[src/rtl/squash_input_conditioner.sv]
// squash_input_conditioner: synchronize and debounce the four game buttons, derive key levels, pause toggle and new-game strobe
module squash_input_conditioner #(
  parameter int TICK_BITS = 15,
  parameter int DB_TICKS  = 8
) (
  input  logic clk,
  input  logic reset,
  input  logic btn_up_n,
  input  logic btn_down_n,
  input  logic btn_pause_n,
  input  logic btn_new_game_n,
  output logic up_key_n,
  output logic down_key_n,
  output logic pause_n,
  output logic new_game_n
);
  localparam int CW = $clog2(DB_TICKS + 1);
  logic [3:0] raw, s1_q, s1_d, s2_q, s2_d, db_q, db_d;
  logic [3:0][CW-1:0] cnt_q, cnt_d;
  logic [TICK_BITS-1:0] pre_q, pre_d;
  logic [1:0] arm_q, arm_d;
  logic up_q, up_d, down_q, down_d, pause_q, pause_d, ng_q, ng_d;
  logic tick, ev_p, ev_n, both;
  assign raw = {btn_new_game_n, btn_pause_n, btn_down_n, btn_up_n};
  always_comb begin
    s1_d = raw;
    s2_d = s1_q;
    pre_d = pre_q + 1'b1;
    tick = &pre_q;
    db_d = db_q;
    cnt_d = cnt_q;
    for (int i = 0; i < 4; i++) begin
      if (tick) begin
        if (s2_q[i] == db_q[i]) cnt_d[i] = '0;
        else if (cnt_q[i] == CW'(DB_TICKS - 1)) begin
          db_d[i] = ~db_q[i];
          cnt_d[i] = '0;
        end else cnt_d[i] = cnt_q[i] + 1'b1;
      end
    end
    // a button held through reset must be seen released before its press counts
    arm_d = arm_q | ({2{tick}} & s2_q[3:2] & db_q[3:2]);
    ev_p = tick & arm_q[0] & db_q[2] & ~db_d[2];
    ev_n = tick & arm_q[1] & db_q[3] & ~db_d[3];
    both = ~db_q[0] & ~db_q[1];
    up_d = both ? 1'b1 : db_q[0];
    down_d = both ? 1'b1 : db_q[1];
    pause_d = ev_n ? 1'b1 : (ev_p ? ~pause_q : pause_q);
    ng_d = ~ev_n;
  end
  always_ff @(posedge clk) begin
    if (reset) begin
      s1_q <= '1;
      s2_q <= '1;
      db_q <= '1;
      cnt_q <= '0;
      pre_q <= '0;
      arm_q <= '0;
      up_q <= 1'b1;
      down_q <= 1'b1;
      pause_q <= 1'b1;
      ng_q <= 1'b1;
    end else begin
      s1_q <= s1_d;
      s2_q <= s2_d;
      db_q <= db_d;
      cnt_q <= cnt_d;
      pre_q <= pre_d;
      arm_q <= arm_d;
      up_q <= up_d;
      down_q <= down_d;
      pause_q <= pause_d;
      ng_q <= ng_d;
    end
  end
  assign up_key_n = up_q;
  assign down_key_n = down_q;
  assign pause_n = pause_q;
  assign new_game_n = ng_q;
endmodule

[config.mk]
export PLATFORM = sky130hd
export DESIGN_NAME = squash_input_conditioner
export DESIGN_NICKNAME = d
export VERILOG_FILES = /design/src/rtl/squash_input_conditioner.sv
export SDC_FILE = /design/constraint.sdc
export NUM_CORES = 1
export LEC_CHECK = 0
export CAP_MARGIN = 40
export CORE_MARGIN = 2
export CORE_UTILIZATION = 53
export DETAILED_ROUTE_END_ITERATION = 16
export GPL_TIMING_DRIVEN = 0
export PLACE_DENSITY = 0.74
export SLEW_MARGIN = 20
export SYNTH_ARGS = -nofsm -noshare
export SYNTH_HDL_FRONTEND = slang
export SYNTH_SLANG_ARGS = --single-unit
[constraint.sdc]
create_clock -name clk -period 2 [get_ports clk]
set_input_delay 0.4 -clock clk [delete_from_list [all_inputs] [get_ports clk]]
set_output_delay 0.4 -clock clk [all_outputs]
set_load 0.05 [all_outputs]
==> reports/metrics.yaml, run 1 <==
cp.arrival_ns: 2.16
die_area_um2: 4430
worst-path-buf-inv: 0
post_dp_cell_area_um2: 2230
worstReg2RegEnd: "cnt_q[8]$_SDFFE_PP0P_"
design_area_um2: 2400
grt_pass1_wl_mm: 6.77
cts_buffers: 5
crit_family: "simple AND/OR/NAND/NOR gates"
syn-instance-count: 234
hold_end: "s2_q[3]$_SDFF_PP1_"
setup.worst_path.end_class: "flop"
antenna_cells: 0
start_util_pct: 55.8
hold_class: "reg -> reg"
row_count: 22
clock_skew_ns: 0.00548
ys_seq_area_share_pct: 47.3
ys_types: 31
die_x_um: 66.6
dp.cells: 290
final-hold-violation-count: 0
port_buffers: 8
post-route-min-period_ns: 1.94
reg2reg_slack_ns: 0.06
vias_per_cell: 5.51
path_max_fanout: 8
grt_overflow: 0
startpoint_type: "flop"
reg2reg_depth: 4
ys_seq_elements: 49
grt_max_degree: 14
core_area_um2: 3720
root_buffer: "clkbuf_8"
ir_drop_mv: 0.463
drt_iter0_drc: 81
worstHoldStart: "s1_q[3]$_SDFF_PP1_"
final_cell_mix: "44 x dfxtp_1, 31 x nor2_1, 17 x a21oi_1, 14 x xnor2_1, 13 x nand2_1"
cpMostUsedCell: "or4_4"
h-tree-depth: 2
io_pins: 10
drive_gt1_share_pct: 14.8
ant_nets: 0
power_density_nw_per_um2: 680
synth_top_area_share_pct: 47.3
slew_headroom_pct: 63.2
numClockSinks: 49
rsz0062_at_grt: "yes"
syn_avg_cell_area_um2: 8.87
nNetsFinal: 267
cap_violations: 0
crit_chain: "nand4_1 > or4_4 > or4_4 > a21oi_2"
dp_hpwl_mm: 2.62
areaGrowthSynthToFinish_pct: 15.9
tightest_slew_ns: 0.552
drt-total-wl_mm: 3.98
insertion_delay_ns: 0.29
clkTransAtPathRegs_ns: 0.08
ys_async_sr_fraction_pct: 0
final_common_cell: "dfxtp_1"
ys.warnings.count: 0
cts_tree: "yes"
num_vias: 1676
synth_area_um2: 2070
slowest_stage: "or4_4"
instances_no_fill: 304
synth_flop_cell: "dfxtp_1"
cp_slowest_stage_delay_ns: 0.63
gp_congestion: 0.765
p_total_mw: 1.63
drc: 0
status: "complete, no violations"
synthTopCellsByArea: "dfxtp_1 47%, xnor2_1 5.9%, nor2_1 5.6%"
p_leak_nw: 0.821
holdPathStages: 1
setup_viol: 0
yosysTopAreaCell: "dfxtp_1"
path_class: "reg -> reg"
grt_usage_pct: 20.1
hold_buffers: 0
fmax_mhz: 517
clk_path_buf_depth: 2
die_y_um: 66.6
crit_required_ns: 2.23
drt_pass1_iterations: 7
synth_edf_count: 0
fin_util_pct: 64.7
grt_pass1_vias: 1531
antenna_found_initial: 0
synth_nets: 245
wl_per_cell_um: 13.1
min_period_over_period_pct: 96.8
drv_slew: 0
reg2reg_from: "pre_q[10]$_SDFF_PP0_"
## cells in the mapped netlist, drive strengths merged, types with 5 or more instances
cell type / number
nand4b: 6
ha: 5
xnor2: 14
nor4: 6
nor3: 6
o21ai: 11
nand3: 12
nand4: 5
clkbuf: 10
nor2: 31
dfxtp: 49
xor2: 5
or2: 9
nand2: 13
a21oi: 18
## power by group
group          switching, mW  leakage (nW)  internal [mW]
combinational         0.0320         0.376         0.0280
sequential            0.0112         0.400          0.985
clock                  0.304        0.0443          0.275
total                  0.347         0.821           1.29
## metal layers
layer / global-route usage [%] / routed length [µm] / vias to the layer above
met5: 0 / 0 / -
met4: 7.91 / 46 / 0
met3: 5.24 / 156 / 5
met2: 31.3 / 1750 / 29
met1: 26.5 / 2020 / 779
li1: - / - / 863
## layout make-up
cell class	instances	area (µm²)
fill	307	1310
multi-input combinational	170	1070
sequential	49	995
timing repair buffer	16	140
clock buffer	7	86.3
tap	48	60.1
buffer	10	41.3
inverter	4	15.0
## worst register-to-register path, stage by stage, from the launching register on
cell     delay, ns
dfxtp_4       0.37
nand4_1       0.20
or4_4         0.63
or4_4         0.54
a21oi_2       0.13
## flip-flops by register name (all words and copies together), names as in the netlist
signal,cells
down_key_n,1
pre_q,15
db_q,4
new_game_n,1
pause_n,1
arm_q,2
s2_q,4
s1_q,4
up_key_n,1
cnt_q,16
## cells by family after synthesis
logic type | Yosys count | synth area share (%)
flip-flops | 49 | 47.3
buffers and inverters | 15 | 2.77
adder cells (fa/ha/maj) | 5 | 3.02
XOR/XNOR | 19 | 8.02
AO/OA/AOI/OAI | 36 | 9.35
multiplexers | 2 | 0.965
AND/OR/NAND/NOR | 108 | 28.6
## what timing repair did
item | in CTS | in global routing
buffers inserted | 3 | 5
pin swaps | 2 | 3
gates resized for setup | 6 | 11
endpoints found under the setup margin | 22 | 19
## how the worst max path moves through the flow
stage	startpoint	to	slack, ns	cells past startpoint
after floorplan	pre_q[1]$_SDFF_PP0_	cnt_q[12]$_SDFFE_PP0P_	0.0009	6
after global placement	pre_q[1]$_SDFF_PP0_	pause_n$_SDFFE_PP1P_	-0.22	6
after detailed placement	pre_q[1]$_SDFF_PP0_	pause_n$_SDFFE_PP1P_	-0.23	6
after CTS	pre_q[1]$_SDFF_PP0_	cnt_q[12]$_SDFFE_PP0P_	0.004	6
after global routing	pre_q[11]$_SDFF_PP0_	cnt_q[8]$_SDFFE_PP0P_	-0.02	4
final	pre_q[10]$_SDFF_PP0_	cnt_q[8]$_SDFFE_PP0P_	0.06	4
## metrics by stage
stage	hold slack, ns	setup slack (ns)	setup TNS [ns]
after CTS	0.413	0.00416	0
final	0.411	0.0645	0
after global placement	0.393	-0.215	-3.05
after floorplan	0.389	0.000936	0
after global routing	0.429	-0.0162	-0.0252
after detailed placement	0.393	-0.231	-3.80
(Power assumes the default switching activity.)
==> run 2: changes to the inputs <==
--- a/config.mk
+++ b/config.mk
@@ -9,7 +9,6 @@
 export CORE_MARGIN = 2
 export CORE_UTILIZATION = 53
 export DETAILED_ROUTE_END_ITERATION = 16
-export GPL_TIMING_DRIVEN = 0
 export PLACE_DENSITY = 0.74
 export SLEW_MARGIN = 20
 export SYNTH_ARGS = -nofsm -noshare
==> reports/metrics.yaml, run 2 (same netlist as run 1, synthesis figures left out) <==
drv_slew: 0  # unchanged
path_max_fanout: 7  # -1
slew_headroom_pct: 66.4  # +3.2 points
root_buffer: "clkbuf_8"
crit_required_ns: 2.24  # about the same
die_y_um: 66.6  # unchanged
tightest_slew_ns: 0.502  # -0.0501 ns
ir_drop_mv: 0.478  # +3.2%
drc: 0  # unchanged
gp_congestion: 0.791  # +3.4%
grt_pass1_wl_mm: 6.64  # -1.9%
largest_register_ffs: 16  # unchanged
grt_max_degree: 35  # +21
ant_nets: 0  # unchanged
clk_path_buf_depth: 2  # unchanged
fmax_mhz: 525  # +1.6%
grt_overflow: 0  # unchanged
crit_chain: "nand4_1 > or4_4 > or4_1 > a21oi_1"
die_x_um: 66.6  # unchanged
hold_class: "reg -> reg"
grt_pass1_vias: 1556  # +1.6%
min_period_over_period_pct: 95.2  # -1.6 points
final_cell_mix: "45 x dfxtp_1, 31 x nor2_1, 18 x a21oi_1, 14 x xnor2_1, 13 x nand2_1"
insertion_delay_ns: 0.30  # about the same
p_leak_nw: 0.813  # -0.98%
wl_per_cell_um: 12.4  # -5.0%
antenna_found_initial: 0  # unchanged
top_regs: "cnt_q (16), pre_q (15)"
status: "complete, no violations"
drt_pass1_iterations: 7  # unchanged
io_pins: 10  # unchanged
crit_family: "simple AND/OR/NAND/NOR gates"
power_density_nw_per_um2: 686  # +0.84%
die_area_um2: 4430  # unchanged
drt_iter0_drc: 80  # -1.2%
grt_usage_pct: 20.1  # about the same
row_count: 22  # unchanged
slowest_stage: "or4_4"
core_area_um2: 3720  # unchanged
final-hold-violation-count: 0  # unchanged
dp_hpwl_mm: 2.54  # -3.1%
drt-total-wl_mm: 3.69  # -7.2%
setup.worst_path.end_class: "flop"
h-tree-depth: 2  # unchanged
cts_buffers: 5  # unchanged
port_buffers: 9  # +1
reg2reg_slack_ns: 0.1  # +0.03 ns
path_class: "reg -> reg"
fillers: 319  # +3.9%
cp_slowest_stage_delay_ns: 0.61  # -0.02 ns
cap_violations: 0  # unchanged
tns_ns: 0  # unchanged
areaGrowthSynthToFinish_pct: 15.0
antenna_cells: 0  # unchanged
nNetsFinal: 260  # -2.6%
cp.arrival_ns: 2.14  # -0.02 ns
clock_skew_ns: 0.00646  # +0.000983 ns
num_vias: 1659  # -1.0%
start_util_pct: 55.8  # unchanged
vias_per_cell: 5.59  # +1.3%
cts_tree: "yes"
pre_cts_ws_ns: 0.0407  # +0.272 ns
final_common_cell: "dfxtp_1"
post_dp_cell_area_um2: 2280  # +2.1%
clkTransAtPathRegs_ns: 0.08  # about the same
numClockSinks: 49  # unchanged
top_register: "cnt_q"
drive_gt1_share_pct: 13.7  # -1.2 points
setup_viol: 0  # unchanged
startpoint_type: "flop"
rsz0062_at_grt: "no"
design_area_um2: 2390  # -0.73%
worst-path-buf-inv: 0  # unchanged
post-route-min-period_ns: 1.90  # -0.0312 ns
setup_slack_ns: 0.0957  # +0.0312 ns
run 2: metal layers:
metal  vias up  GRT usage [%]  wire length (µm)
li1        847              -                 -
met1       785           24.0              1840
met2        20           33.0              1660
met3         7           5.41               110
met4         0           10.2                79
met5         -              0                 0
run 2: path summary, 6_finish.rpt:
check,startpoint,to,cells after the start
worst max-delay path,pre_q[10]$_SDFF_PP0_,cnt_q[8]$_SDFFE_PP0P_,4
worst min-delay path,s1_q[3]$_SDFF_PP1_,s2_q[3]$_SDFF_PP1_,1
worst max register to register,pre_q[10]$_SDFF_PP0_,cnt_q[8]$_SDFFE_PP0P_,4
worst min register to register,s1_q[3]$_SDFF_PP1_,s2_q[3]$_SDFF_PP1_,1
run 2: metrics by stage:
step	cells	total power [mW]	hold slack (ns)	utilization [%]
floorplan	234	1.06	0.389	-
global placement	289	1.08	0.391	61.2
detailed placement	289	1.08	0.400	61.2
CTS	296	1.66	0.423	63.6
global route	297	1.70	0.439	64.2
finish	297	1.64	0.417	64.2
run 2: cell type report:
cell class                      count  area (µm²)  share of cell area, %
Clock buffer                        7        86.3                   3.62
Multi-Input combinational cell    170        1060                   44.4
Tap cell                           48        60.1                   2.52
Inverter                            4        15.0                  0.629
Sequential cell                    49         988                   41.4
Timing Repair Buffer               19         178                   7.45
run 2: what timing repair did:
item,4_1_cts,5_1_grt
hold buffers,0,0
resized for setup,0,5
setup buffers,0,1
setup endpoints to repair,0,2
run 2: report_power, final:
group | leakage (nW) | internal (mW) | total [mW] | switching [mW]
Clock | 0.0443 | 0.275 | 0.577 | 0.303
Sequential | 0.399 | 0.987 | 0.999 | 0.0118
Combinational | 0.369 | 0.0308 | 0.0602 | 0.0294
